==> src/rtl/poker_pkg.sv <==
// poker_pkg: card encoding, deck constants and FSM states shared by dealer and classifier
package poker_pkg;
  typedef logic [5:0] card_t;
  typedef enum logic [1:0] {IDLE, DRAW, HOLD} state_t;
  localparam logic [3:0] RANK_MIN = 4'd1;
  localparam logic [3:0] RANK_MAX = 4'd13;
  localparam int DECK_N = 52;
  localparam int HAND_N = 5;
  localparam logic [3:0] HANDS_FULL = 4'(DECK_N / HAND_N);
  function automatic logic [5:0] card_idx(card_t c);
    return 6'(c[5:4]) * 6'd13 + 6'(c[3:0]) - 6'd1;
  endfunction
endpackage

==> src/rtl/poker_lfsr.sv <==
// poker_lfsr: loadable Fibonacci LFSR x^16+x^14+x^13+x^11+1 that advances only when stepped
module poker_lfsr #(
  parameter int LFSR_W = 16,
  parameter logic [LFSR_W-1:0] SEED = 16'hACE1
) (
  input  logic              clk,
  input  logic              rst,
  input  logic              step,
  input  logic              load,
  input  logic [LFSR_W-1:0] seed,
  output logic [LFSR_W-1:0] q
);
  always_ff @(posedge clk)
    if (rst) q <= SEED;
    else if (load) q <= seed;
    else if (step) q <= {q[LFSR_W-2:0], q[15] ^ q[13] ^ q[12] ^ q[10]};
endmodule

==> src/rtl/poker_dealer.sv <==
// poker_dealer: deals 5 distinct cards per hand from one 52-card deck; POKER_DEALER_PRESET_EN adds a preset-hand load
module poker_dealer
  import poker_pkg::*;
#(
  parameter int LFSR_W = 16,
  parameter logic [LFSR_W-1:0] SEED = 16'hACE1
) (
  input  logic              clk,
  input  logic              rst,
  input  logic              start,
  input  logic              seed_load,
  input  logic [LFSR_W-1:0] seed_in,
  output logic              busy,
  output logic              hand_valid,
  input  logic              hand_ready,
  output logic [5:0]        card0,
  output logic [5:0]        card1,
  output logic [5:0]        card2,
  output logic [5:0]        card3,
  output logic [5:0]        card4,
  output logic [3:0]        hands_left,
`ifdef POKER_DEALER_PRESET_EN
  input  logic              preset_load,
  input  logic [29:0]       preset_hand,
`endif
  output logic              reshuffle
);
  state_t state, nxt;
  logic [2:0] k;
  logic [DECK_N-1:0] used;
  card_t [HAND_N-1:0] cards;
  logic [LFSR_W-1:0] lfsr_q;
  logic [LFSR_W-7:0] lfsr_unused;
  card_t cand;
  logic [5:0] idx;
  logic take, go, pre, xfer, last;
  assign cand = lfsr_q[5:0];
  assign lfsr_unused = lfsr_q[LFSR_W-1:6];
  assign idx = card_idx(cand);
  assign take = state == DRAW && cand[3:0] >= RANK_MIN && cand[3:0] <= RANK_MAX && !used[idx];
`ifdef POKER_DEALER_PRESET_EN
  assign pre = state == IDLE && !seed_load && preset_load;
`else
  assign pre = 1'b0;
`endif
  assign go = state == IDLE && !seed_load && !pre && start;
  assign xfer = state == HOLD && hand_ready;
  assign last = hands_left == 4'd1;
  assign busy = state != IDLE;
  assign hand_valid = state == HOLD;
  assign {card4, card3, card2, card1, card0} = cards;
  poker_lfsr #(.LFSR_W(LFSR_W), .SEED(SEED)) u_lfsr (
    .clk  (clk),
    .rst  (rst),
    .step (state == DRAW),
    .load (state == IDLE && seed_load),
    .seed (seed_in == '0 ? SEED : seed_in),
    .q    (lfsr_q)
  );
  always_comb
    nxt = pre ? HOLD : go ? DRAW : (take && k == 3'(HAND_N - 1)) ? HOLD : xfer ? IDLE : state;
  always_ff @(posedge clk) begin
    if (rst) begin
      state <= IDLE;
      k <= '0;
      used <= '0;
      cards <= '0;
      hands_left <= HANDS_FULL;
      reshuffle <= 1'b0;
    end else begin
      state <= nxt;
      reshuffle <= xfer && last;
      if (go) cards <= '0;
      if (take) begin
        cards[k] <= cand;
        used[idx] <= 1'b1;
        k <= k + 3'd1;
      end
      if (xfer) begin
        k <= '0;
        hands_left <= last ? HANDS_FULL : hands_left - 4'd1;
        if (last) used <= '0;
      end
`ifdef POKER_DEALER_PRESET_EN
      if (pre) cards <= preset_hand;
`endif
    end
  end
endmodule

==> config.mk <==
export PLATFORM = sky130hd
export DESIGN_NAME = poker_dealer
export DESIGN_NICKNAME = d
export VERILOG_FILES = /design/src/rtl/poker_pkg.sv /design/src/rtl/poker_lfsr.sv /design/src/rtl/poker_dealer.sv
export SDC_FILE = /design/constraint.sdc
export NUM_CORES = 1
export LEC_CHECK = 0
export BUFFER_PORTS_ARGS = -buffer_cell sky130_fd_sc_hd__buf_2
export CORE_MARGIN = 1
export CORE_UTILIZATION = 55
export CTS_CLUSTER_SIZE = 40
export DETAILED_ROUTE_END_ITERATION = 6
export GPL_TIMING_DRIVEN = 0
export PLACE_DENSITY = 0.82
export SLEW_MARGIN = 5
export SYNTH_ARGS = -nofsm -noshare
export SYNTH_HDL_FRONTEND = slang
export SYNTH_SLANG_ARGS = --single-unit
export TNS_END_PERCENT = 30
==> constraint.sdc <==
create_clock -name clk -period 4.5 [get_ports clk]
set_input_delay 0.225 -clock clk [delete_from_list [all_inputs] [get_ports clk]]
set_output_delay 0.225 -clock clk [all_outputs]
set_load 0.1 [all_outputs]
==> impl_metrics.ini <==
[outcome]
status = completed

[finish]
multi_input_area_um2 = 2509
synthToLayoutAreaGrowth_pct = 13.75
fin_util_pct = 65.94
seqCellArea_um2 = 2165
drive_above_1_share_pct = 17.16
fill_cells = 683
final_nets = 642
antenna_cells = 0

[grt]
antenna_found_initial = 0
grt_max_degree = 22
grt_pass1_vias = 3998
overflow = 0
grt_usage_pct = 27.02
grt_pass1_wl_mm = 19.00

[drt]
totalWireLength_mm = 11.71
wl_met3_um = 817
wl_per_cell_um = 16.33
top_layer = met4
drc = 0
met2_wirelength_mm = 5.688
drtAntennaViolNets = 0
firstDrtPassIters = 4
via_per_inst = 5.791
m1WireLength_mm = 4.962
vias = 4152
drtIter0Drc = 241

[yosys]
synth.area.top_cells = dfxtp_1, mux2i_1, nor2_1
synth_edf_count = 0
ys_ff_latch = 108
yosys_warnings = 0
synth_top_cells_by_count = dfxtp_1, nor2_1, a21oi_1, nand2_1, mux2i_1
synthMostInstantiatedCell = dfxtp_1
syn_area_um2 = 4858
ys_async_sr_fraction_pct = 0
yosysTopAreaCellShare_pct = 44.50
synth_top_area_cell = dfxtp_1
synth_area_per_cell_um2 = 9.014
synthFlopType = dfxtp_1
syn-num-nets = 574
syn-instance-count = 539
synth_cell_type_count = 54
ys_seq_area_share_pct = 44.50

[power]
netSwitchingPower_uw = 955.5
peakVddDrop_mv = 0.2297
power.internal_mw = 1.532
p_sw_share_pct = 38.42
pwr-share-seq_pct = 40.8
cellPowerDensity_nw_per_um2 = 450.1
p_leak_nw = 2.330
clkPwrFrac_pct = 26.1
power_mw = 2.487
power_frac_comb_pct = 33.0

[worst_hold_path]
holdPathStages = 3
hold_class = input port to flop
hold_end = u_lfsr.q[15]$_SDFFE_PP1P_
hold_start = seed_in[15]

[die]
die_w_um = 95.99
initial_utilization_pct = 57.96
rows = 33
coreArea_um2 = 8382
dieArea_um2 = 9213
boundaryPins = 58
die_y_um = 95.99

[worst_setup_path]
critPathRequiredTime_ns = 4.82
critPathArrivalTime_ns = 4.54
reg2reg_depth = 16
endpoint_kind = flop
worst_path_max_delay_cell = fa_1
critPathMaxFanout = 10
cp.depth = 16
critPathTopFamily = adder cells
rr_endpoint = card1[5]$_SDFF_PP0_
r2r_start = u_lfsr.q[4]$_SDFFE_PP0P_
critPathLaunchType = flop
path_buf_inv = 6
crit_top_cell = buf_4
max_stage_delay_ns = 0.51
path_class = flop to flop
worstPathCellList = inv_1, fa_1, inv_1, ha_1, fa_1, buf_4, buf_4, mux2i_1, o21ai_0, a21oi_1, o211ai_1, a211oi_2, buf_4, nor4b_4, buf_4, mux2i_1
r2r_slack_ns = 0.28

[sta]
drv_slew = 0
hold_viol_final = 0
tns_ns = 0
max_slew_margin_pct = 57.71
period_share_pct = 93.85
clock-skew-final_ns = 0.02287
tightest_slew_ns = 0.6320
fin_crit_ns = 4.223
rsz0062_at_grt = false
setup_viol = 0
clock.fmax_mhz = 236.8

[place]
dp.final_hpwl_mm = 8.556
portBuffers = 56
place.gp.congestion = 0.9255

[clocking]
cts_buffers = 9
clkSlewWorstSetupHoldPaths_ns = 0.12
cts.sinks = 108
tritoncts = built
cts-htree-levels = 3
clk_latency_ns = 0.38
cts_root_buf = clkbuf_8
hold_buffers = 0
ctsLongestPathBuffers = 2

[flow_run]
drv_cap = 0
-- stage by stage --
step                cell area [µm²]  setup WS [ns]  hold WS [ns]  std cells
finish                         5527         0.2765       0.09313        717
global route                   5527        0.04282       0.09864        717
global placement               5270        0.03909        0.4405        700
floorplan                      4858         0.6786        0.3731        539
detailed placement             5270       -0.02364        0.4449        700
CTS                            5513        0.04889       0.08086        717
-- power groups by stage --
stage | logic, mW | clock network [mW] | registers, mW
2_1_floorplan | 0.565 | 0 | 1.07
3_3_place_gp | 0.772 | 0 | 1.03
3_5_place_dp | 0.791 | 0 | 1.04
4_1_cts | 0.806 | 0.659 | 1.01
5_1_grt | 0.885 | 0.694 | 1.02
6_report | 0.822 | 0.650 | 1.02
-- timing repair --
action                                  4_1_cts  5_1_grt
setup buffers                                 1        0
endpoints found under the setup margin       16       49
resized for setup                             1        6
-- routing by layer --
layer | track usage [%] | vias to the layer above
met3 | 5.766 | 24
met5 | 0 | -
met2 | 46.87 | 163
li1 | - | 2012
met1 | 33.10 | 1953
met4 | 9.080 | 0
-- cells in the final DEF, fill, tap and decap left out, types with 8 or more instances in the layout --
cell | Yosys | final
dfxtp_1 | 108 | 106
nor2_1 | 90 | 90
buf_2 | 6 | 62
a21oi_1 | 62 | 62
nand2_1 | 49 | 49
mux2i_1 | 40 | 40
inv_1 | 18 | 18
clkbuf_1 | 17 | 16
nand2b_1 | 12 | 12
ha_1 | 11 | 11
nor4_1 | 10 | 10
xnor2_1 | 9 | 9
o21ai_0 | 9 | 9
nor3_1 | 9 | 9
clkbuf_8 | 0 | 9
a221oi_1 | 8 | 8
-- worst min-delay path, stage by stage --
cell	delay, ns
buf_2	0.09
o21ai_0	0.07
nand2_1	0.06
-- how the worst max path moves through the flow --
stage                              from                   to  slack (ns)
2_1_floorplan  u_lfsr.q[4]$_SDFFE_PP0P_  card1[0]$_SDFF_PP0_        0.68
3_3_place_gp   u_lfsr.q[4]$_SDFFE_PP0P_  used[27]$_SDFF_PP0_        0.04
3_5_place_dp   u_lfsr.q[4]$_SDFFE_PP0P_  card1[5]$_SDFF_PP0_       -0.02
4_1_cts        u_lfsr.q[4]$_SDFFE_PP0P_  card4[3]$_SDFF_PP0_        0.05
5_1_grt        u_lfsr.q[4]$_SDFFE_PP0P_  card1[3]$_SDFF_PP0_        0.04
6_report       u_lfsr.q[4]$_SDFFE_PP0P_  card1[5]$_SDFF_PP0_        0.28
-- state kept, by name, summed over array words and instances, names as in the netlist --
register / cells
reshuffle: 1
u_lfsr.q: 16
card2: 6
state: 2
card3: 6
card0: 6
card1: 6
used: 52
hands_left: 4
k: 3
card4: 6
-- cells by family after synthesis --
logic type | synth area share, %
compound gates | 13.55
xor+xnor | 2.859
fa+ha+maj | 4.069
buf+inv | 4.249
flops | 44.50
mux | 11.49
simple gates | 19.29
-- area by class of cell --
| class | count | share of cell area [%] |
|---|---|---|
| clock buffer | 9 | 2.241 |
| tap | 105 | 2.377 |
| clock inverter | 7 | 1.856 |
| buffer | 30 | 2.536 |
| inverter | 18 | 1.223 |
| multi-input combinational | 383 | 45.39 |
| timing repair buffer | 57 | 5.207 |
| sequential | 108 | 39.17 |
No activity file was read; power rests on OpenSTA's default activity.
